===== config.mk =====
export PLATFORM = sky130hd
export DESIGN_NAME = light_mode_ctrl
export DESIGN_NICKNAME = d
export VERILOG_FILES = /design/src/rtl/light_pkg.sv /design/src/rtl/light_timer.sv /design/src/rtl/light_mode_ctrl.sv
export SDC_FILE = /design/constraint.sdc
export NUM_CORES = 1
export LEC_CHECK = 0
export ABC_CLOCK_PERIOD_IN_PS = 3320
export CAP_MARGIN = 40
export CORE_MARGIN = 3
export CORE_UTILIZATION = 51
export DETAILED_ROUTE_END_ITERATION = 10
export PLACE_DENSITY_LB_ADDON = 0.12
export SLEW_MARGIN = 20
export SYNTH_ARGS = -nofsm -noshare
export SYNTH_HDL_FRONTEND = slang
export SYNTH_HIERARCHICAL = 1
export SYNTH_SLANG_ARGS = --single-unit
export TNS_END_PERCENT = 100

===== constraint.sdc =====
create_clock -name Sys_CLK -period 3.32 [get_ports Sys_CLK]
set_input_delay 0.332 -clock Sys_CLK [delete_from_list [all_inputs] [get_ports Sys_CLK]]
set_output_delay 0.332 -clock Sys_CLK [all_outputs]
set_load 0.01 [all_outputs]

===== src/rtl/light_pkg.sv =====
// Shared mode encodings, count sizing and lamp decode for the light mode
// controller and its display driver.
package light_pkg;

    localparam int unsigned COUNT_MAX = 99999;
    localparam int unsigned COUNT_W   = 20;

    typedef enum logic [2:0] {
        IDLE    = 3'd0,
        SUN     = 3'd1,
        YELLOW  = 3'd2,
        WHITE   = 3'd3,
        WAITSUN = 3'd4,
        WAITYLW = 3'd5,
        WAITWHT = 3'd6
    } mode_t;

    // {white, yellow, sun}; a WAITx state keeps the previous lamp lit.
    function automatic logic [2:0] lamp_of(input mode_t m);
        logic [2:0] l;
        l = 3'b000;
        case (m)
            SUN:     l = 3'b001;
            YELLOW:  l = 3'b010;
            WHITE:   l = 3'b100;
            WAITYLW: l = 3'b001;
            WAITWHT: l = 3'b010;
            default: l = 3'b000;
        endcase
        return l;
    endfunction

endpackage


===== src/rtl/light_timer.sv =====
// Millisecond down-counter with load, decrement and one-cycle expire flag.
module light_timer
    import light_pkg::*;
(
    input  logic               clk,
    input  logic               rst,
    input  logic               load,
    input  logic [COUNT_W-1:0] load_val,
    input  logic               dec,
    output logic [COUNT_W-1:0] count,
    output logic               expire_c
);

    // Expiry fires on the tick that would take the count from 1 to 0.
    assign expire_c = dec && (count == COUNT_W'(1));

    always_ff @(posedge clk) begin
        if (rst) begin
            count <= '0;
        end else if (load) begin
            count <= load_val;
        end else if (dec) begin
            count <= count - COUNT_W'(1);
        end
    end

endmodule


===== src/rtl/light_mode_ctrl.sv =====
// Mode-key light controller: confirm window, lit period and lamp drive.
// Lit-state auto-off timing is enabled by defining LIGHT_AUTO_OFF_EN.
module light_mode_ctrl
    import light_pkg::*;
#(
    parameter int unsigned WAIT_MS = 3000,
    parameter int unsigned ON_MS   = 60000
) (
    input  logic               Sys_CLK,
    input  logic               Sys_RST,
    input  logic               ms_tick,
    input  logic               key_pulse,
    output logic [2:0]         state,
    output logic [COUNT_W-1:0] count,
    output logic [2:0]         lamp
);

    localparam logic [COUNT_W-1:0] WAIT_VAL = COUNT_W'(WAIT_MS);
`ifdef LIGHT_AUTO_OFF_EN
    localparam logic [COUNT_W-1:0] LIT_VAL  = COUNT_W'(ON_MS);
    localparam logic               LIT_TICK = 1'b1;
`else
    localparam logic [COUNT_W-1:0] LIT_VAL  = '0;
    localparam logic               LIT_TICK = 1'b0;
`endif

    mode_t              mode_q;
    mode_t              next_c;
    logic               tick_en_c;
    logic               dec_c;
    logic               load_c;
    logic [COUNT_W-1:0] load_val_c;
    logic               expire_c;

    assign state = mode_q;

    // Key beats tick: a key cycle never decrements.
    assign dec_c = ms_tick && tick_en_c && !key_pulse;

    light_timer u_timer (
        .clk      (Sys_CLK),
        .rst      (Sys_RST),
        .load     (load_c),
        .load_val (load_val_c),
        .dec      (dec_c),
        .count    (count),
        .expire_c (expire_c)
    );

    always_comb begin
        tick_en_c = 1'b0;
        case (mode_q)
            SUN, YELLOW, WHITE:        tick_en_c = LIT_TICK;
            WAITSUN, WAITYLW, WAITWHT: tick_en_c = 1'b1;
            default:                   tick_en_c = 1'b0;
        endcase
    end

    always_comb begin
        next_c = mode_q;
        case (mode_q)
            IDLE:    if (key_pulse) next_c = WAITSUN;
            SUN:     if (key_pulse) next_c = WAITYLW;
                     else if (expire_c) next_c = IDLE;
            YELLOW:  if (key_pulse) next_c = WAITWHT;
                     else if (expire_c) next_c = IDLE;
            WHITE:   if (key_pulse || expire_c) next_c = IDLE;
            WAITSUN: if (key_pulse || expire_c) next_c = SUN;
            WAITYLW: if (key_pulse || expire_c) next_c = YELLOW;
            WAITWHT: if (key_pulse || expire_c) next_c = WHITE;
            default: next_c = IDLE;
        endcase
    end

    // Every transition reloads the timer with the entry value of the new mode.
    always_comb begin
        load_c     = (next_c != mode_q);
        load_val_c = '0;
        case (next_c)
            WAITSUN, WAITYLW, WAITWHT: load_val_c = WAIT_VAL;
            SUN, YELLOW, WHITE:        load_val_c = LIT_VAL;
            default:                   load_val_c = '0;
        endcase
    end

    always_ff @(posedge Sys_CLK) begin
        if (Sys_RST) begin
            mode_q <= IDLE;
            lamp   <= 3'b000;
        end else begin
            mode_q <= next_c;
            lamp   <= lamp_of(next_c);
        end
    end

endmodule


==> metrics.yaml <==
nets: 237
place_hpwl_um: 2637
drv_slew: 0
rows: 19
hold_class: "register to register"
fin_crit_sh: 0.9046
synth_edf_count: 0
fin_crit_ps: 3003
grt_pass1_wl_um: 5913
drt_wl_total_um: 3575
grt_start_max_net_pins: 24
async_flop_share: 0
clk-insertion-delay-late_ps: 330
ys_warn_count: 6
groute.usage.overall: 0.2120
antenna_found_initial: 0
fmax_ghz: 0.3330
reg2reg_depth: 12
yosysTopAreaCell: "dfxtp_1"
switchingPower_mw: 0.2141
clock_path_buffers: 2
cp-start-kind: "register"
cellLeakagePower_nw: 0.7221
multiInputGateArea_um2: 970.9
final_area_um2: 1939
antenna-diode-count: 0
max_stage_delay_ps: 430
slowest_stage: "nor4_1"
yosys.area.top_type_share: 0.3323
r2r_slack_ps: 320
syn_avg_cell_area_um2: 8.377
synth_area_um2: 1567
coreArea_um2: 2853
die_y_um: 61.42
routabilityCongestion: 0.8196
drc: 0
first_iter_violations: 108
viasPerCell: 5.695
path_class: "register to register"
synthTopCellsByCount: "26 x dfxtp_1, 25 x nor2_1, 11 x a211oi_1, 9 x inv_1, 9 x nor3_1"
rr_startpoint: "u_timer/count[4]$_SDFFE_PP0P_"
power_frac_clock: 0.234
status: "finished clean"
initial_utilization: 0.5491
cts-resized-gates: 0
die_w_um: 61.42
htree_levels: 1
cp_max_fo: 7
seqPwrFrac: 0.521
switching_share: 0.3056
synth-main-ff-cell: "dfxtp_1"
post_cts_buffers: 0
hold_depth: 2
startpoint: "u_timer/count[4]$_SDFFE_PP0P_"
p_int_mw: 0.4864
dpl_cell_area_um2: 1903
reg2reg_to: "u_timer/count[8]$_SDFFE_PP0P_"
ios: 30
final-setup-viol-count: 0
power_density_nw_per_um2: 361.2
whs_endpoint: "u_timer/count[16]$_SDFFE_PP0P_"
grt_pass1_vias: 1268
cts.clk_slew.worst_paths_ps: 150
worstMarginPinSlew_ps: 666.0
finClkSkew_ps: 9.158
ctsHoldBuffers: 0
drv_cap: 0
crit_arrival_ps: 3240
register_area_um2: 520.5
areaGrowthSynthToFinish_pct: 23.80
setup_tns_ps: 0
p_comb_frac: 0.245
ys_types: 49
cts_buffers: 3
grt_remaining_overflow: 0
hold_start: "u_timer/count[16]$_SDFFE_PP0P_"
nFillCells: 256
synth.area.top_cells: "dfxtp_1 33%, nor2_1 6.0%, ha_1 5.6%"
syn-instance-count: 187
crit_chain: "nor4_1, nand2b_1, nor3_1, buf_4, or2_1, o22ai_1, a22oi_1, ha_1, nor3_1, nor2_1, nor2_1, a311oi_1"
cts_tree: "built"
yosysSeqAreaShare: 0.3323
ys_ff_latch: 26
yosysMostFrequentCell: "dfxtp_1"
end_kind: "register"
rsz0062_at_grt: "false"
die_area_um2: 3772
ir_worst_vdd_uv: 320.3
clock-root-buffer: "clkbuf_4"
dr.pass1.iters: 4
crit_buf_inv: 1
avgRoutedWirePerCell_um: 13.96
ant_nets: 0
drive_above_1_share: 0.06222
vias: 1458
cp.required_ps: 3560
cts.sinks: 26
numPortBuffers: 29
cp_top_family: "simple AND/OR/NAND/NOR gates"
hold_viol: 0
relSlewSlack: 0.5555
==> logic make-up (layout without fill, tap and decap cells) <==
group | after synthesis | in the layout | share of synthesized area
compound gates | 41 | 41 | 0.1917
buf+inv | 22 | 48 | 0.07667
flops | 26 | 26 | 0.3323
other cells | 1 | 13 | 0.002394
mux | 1 | 1 | 0.006390
simple gates | 77 | 77 | 0.2676
xor+xnor | 12 | 12 | 0.06709
fa+ha+maj | 7 | 7 | 0.05591
==> final cells by class <==
type	instances	share of cell area
inverter	9	0.01742
timing repair buffer	35	0.1748
tap	31	0.02000
clock buffer	4	0.01871
sequential	26	0.2684
multi-input combinational	151	0.5006
==> registers in the layout (all words and copies together) (netlist names) <==
signal and cells:
lamp 3, state 3, u_timer/count 20
==> tightest hold or removal path, cell delays in order (launching register included) <==
cell      delay [ps]
dfxtp_1          360
o31ai_1           70
a311oi_1          90
==> cells in the final DEF, fill, tap and decap left out, types with 3 or more instances in the layout <==
master           synthesis  final
clkdlybuf4s50_1          0     29
dfxtp_1                 26     26
nor2_1                  25     25
conb_1                   1     13
a211oi_1                11     11
inv_1                    9      9
nor3_1                   9      9
nand2_1                  8      8
xnor2_1                  8      8
ha_1                     7      7
or3_1                    6      6
nor4_1                   6      6
a21oi_1                  5      5
buf_4                    1      5
o21ai_0                  4      4
nor2b_1                  4      4
or4_1                    4      4
a311oi_1                 4      4
xor2_1                   4      4
o21a_1                   3      3
clkbuf_4                 0      3
o31ai_1                  3      3
==> per-stage QoR <==
stage	power [mW]	setup WS [ps]	hold WS [ps]	instances	utilization
3_3_place_gp	0.5352	237.1	510.8	251	0.6632
2_1_floorplan	0.4735	471.8	403.6	199	-
6_report	0.7005	316.7	548.4	256	0.6798
4_1_cts	0.7060	319.3	544.3	256	0.6798
3_5_place_dp	0.5416	113.8	524.2	252	0.6671
5_1_grt	0.7431	76.17	584.8	256	0.6798
==> power by group through the flow <==
stage | Combinational [mW] | Clock [mW] | Sequential [mW]
after floorplan | 0.103 | 0 | 0.371
after global placement | 0.166 | 0 | 0.370
after detailed placement | 0.170 | 0 | 0.371
after CTS | 0.171 | 0.170 | 0.364
after global routing | 0.190 | 0.184 | 0.370
final | 0.172 | 0.164 | 0.365
==> layer usage <==
layer  wire (µm)  global-route usage
met5           0                   0
met4          43             0.07576
met3         158             0.04822
met2        1731              0.3202
met1        1641              0.2967
==> worst max path at each step <==
stage               slack (ps)  cells past startpoint                             end
floorplan                  470                     13  u_timer/count[11]$_SDFFE_PP0P_
global placement           240                      8  u_timer/count[15]$_SDFFE_PP0P_
detailed placement         110                     14   u_timer/count[5]$_SDFFE_PP0P_
CTS                        320                     12   u_timer/count[8]$_SDFFE_PP0P_
global route                80                     12   u_timer/count[8]$_SDFFE_PP0P_
finish                     320                     12   u_timer/count[8]$_SDFFE_PP0P_
No activity file was read; power rests on OpenSTA's default activity.
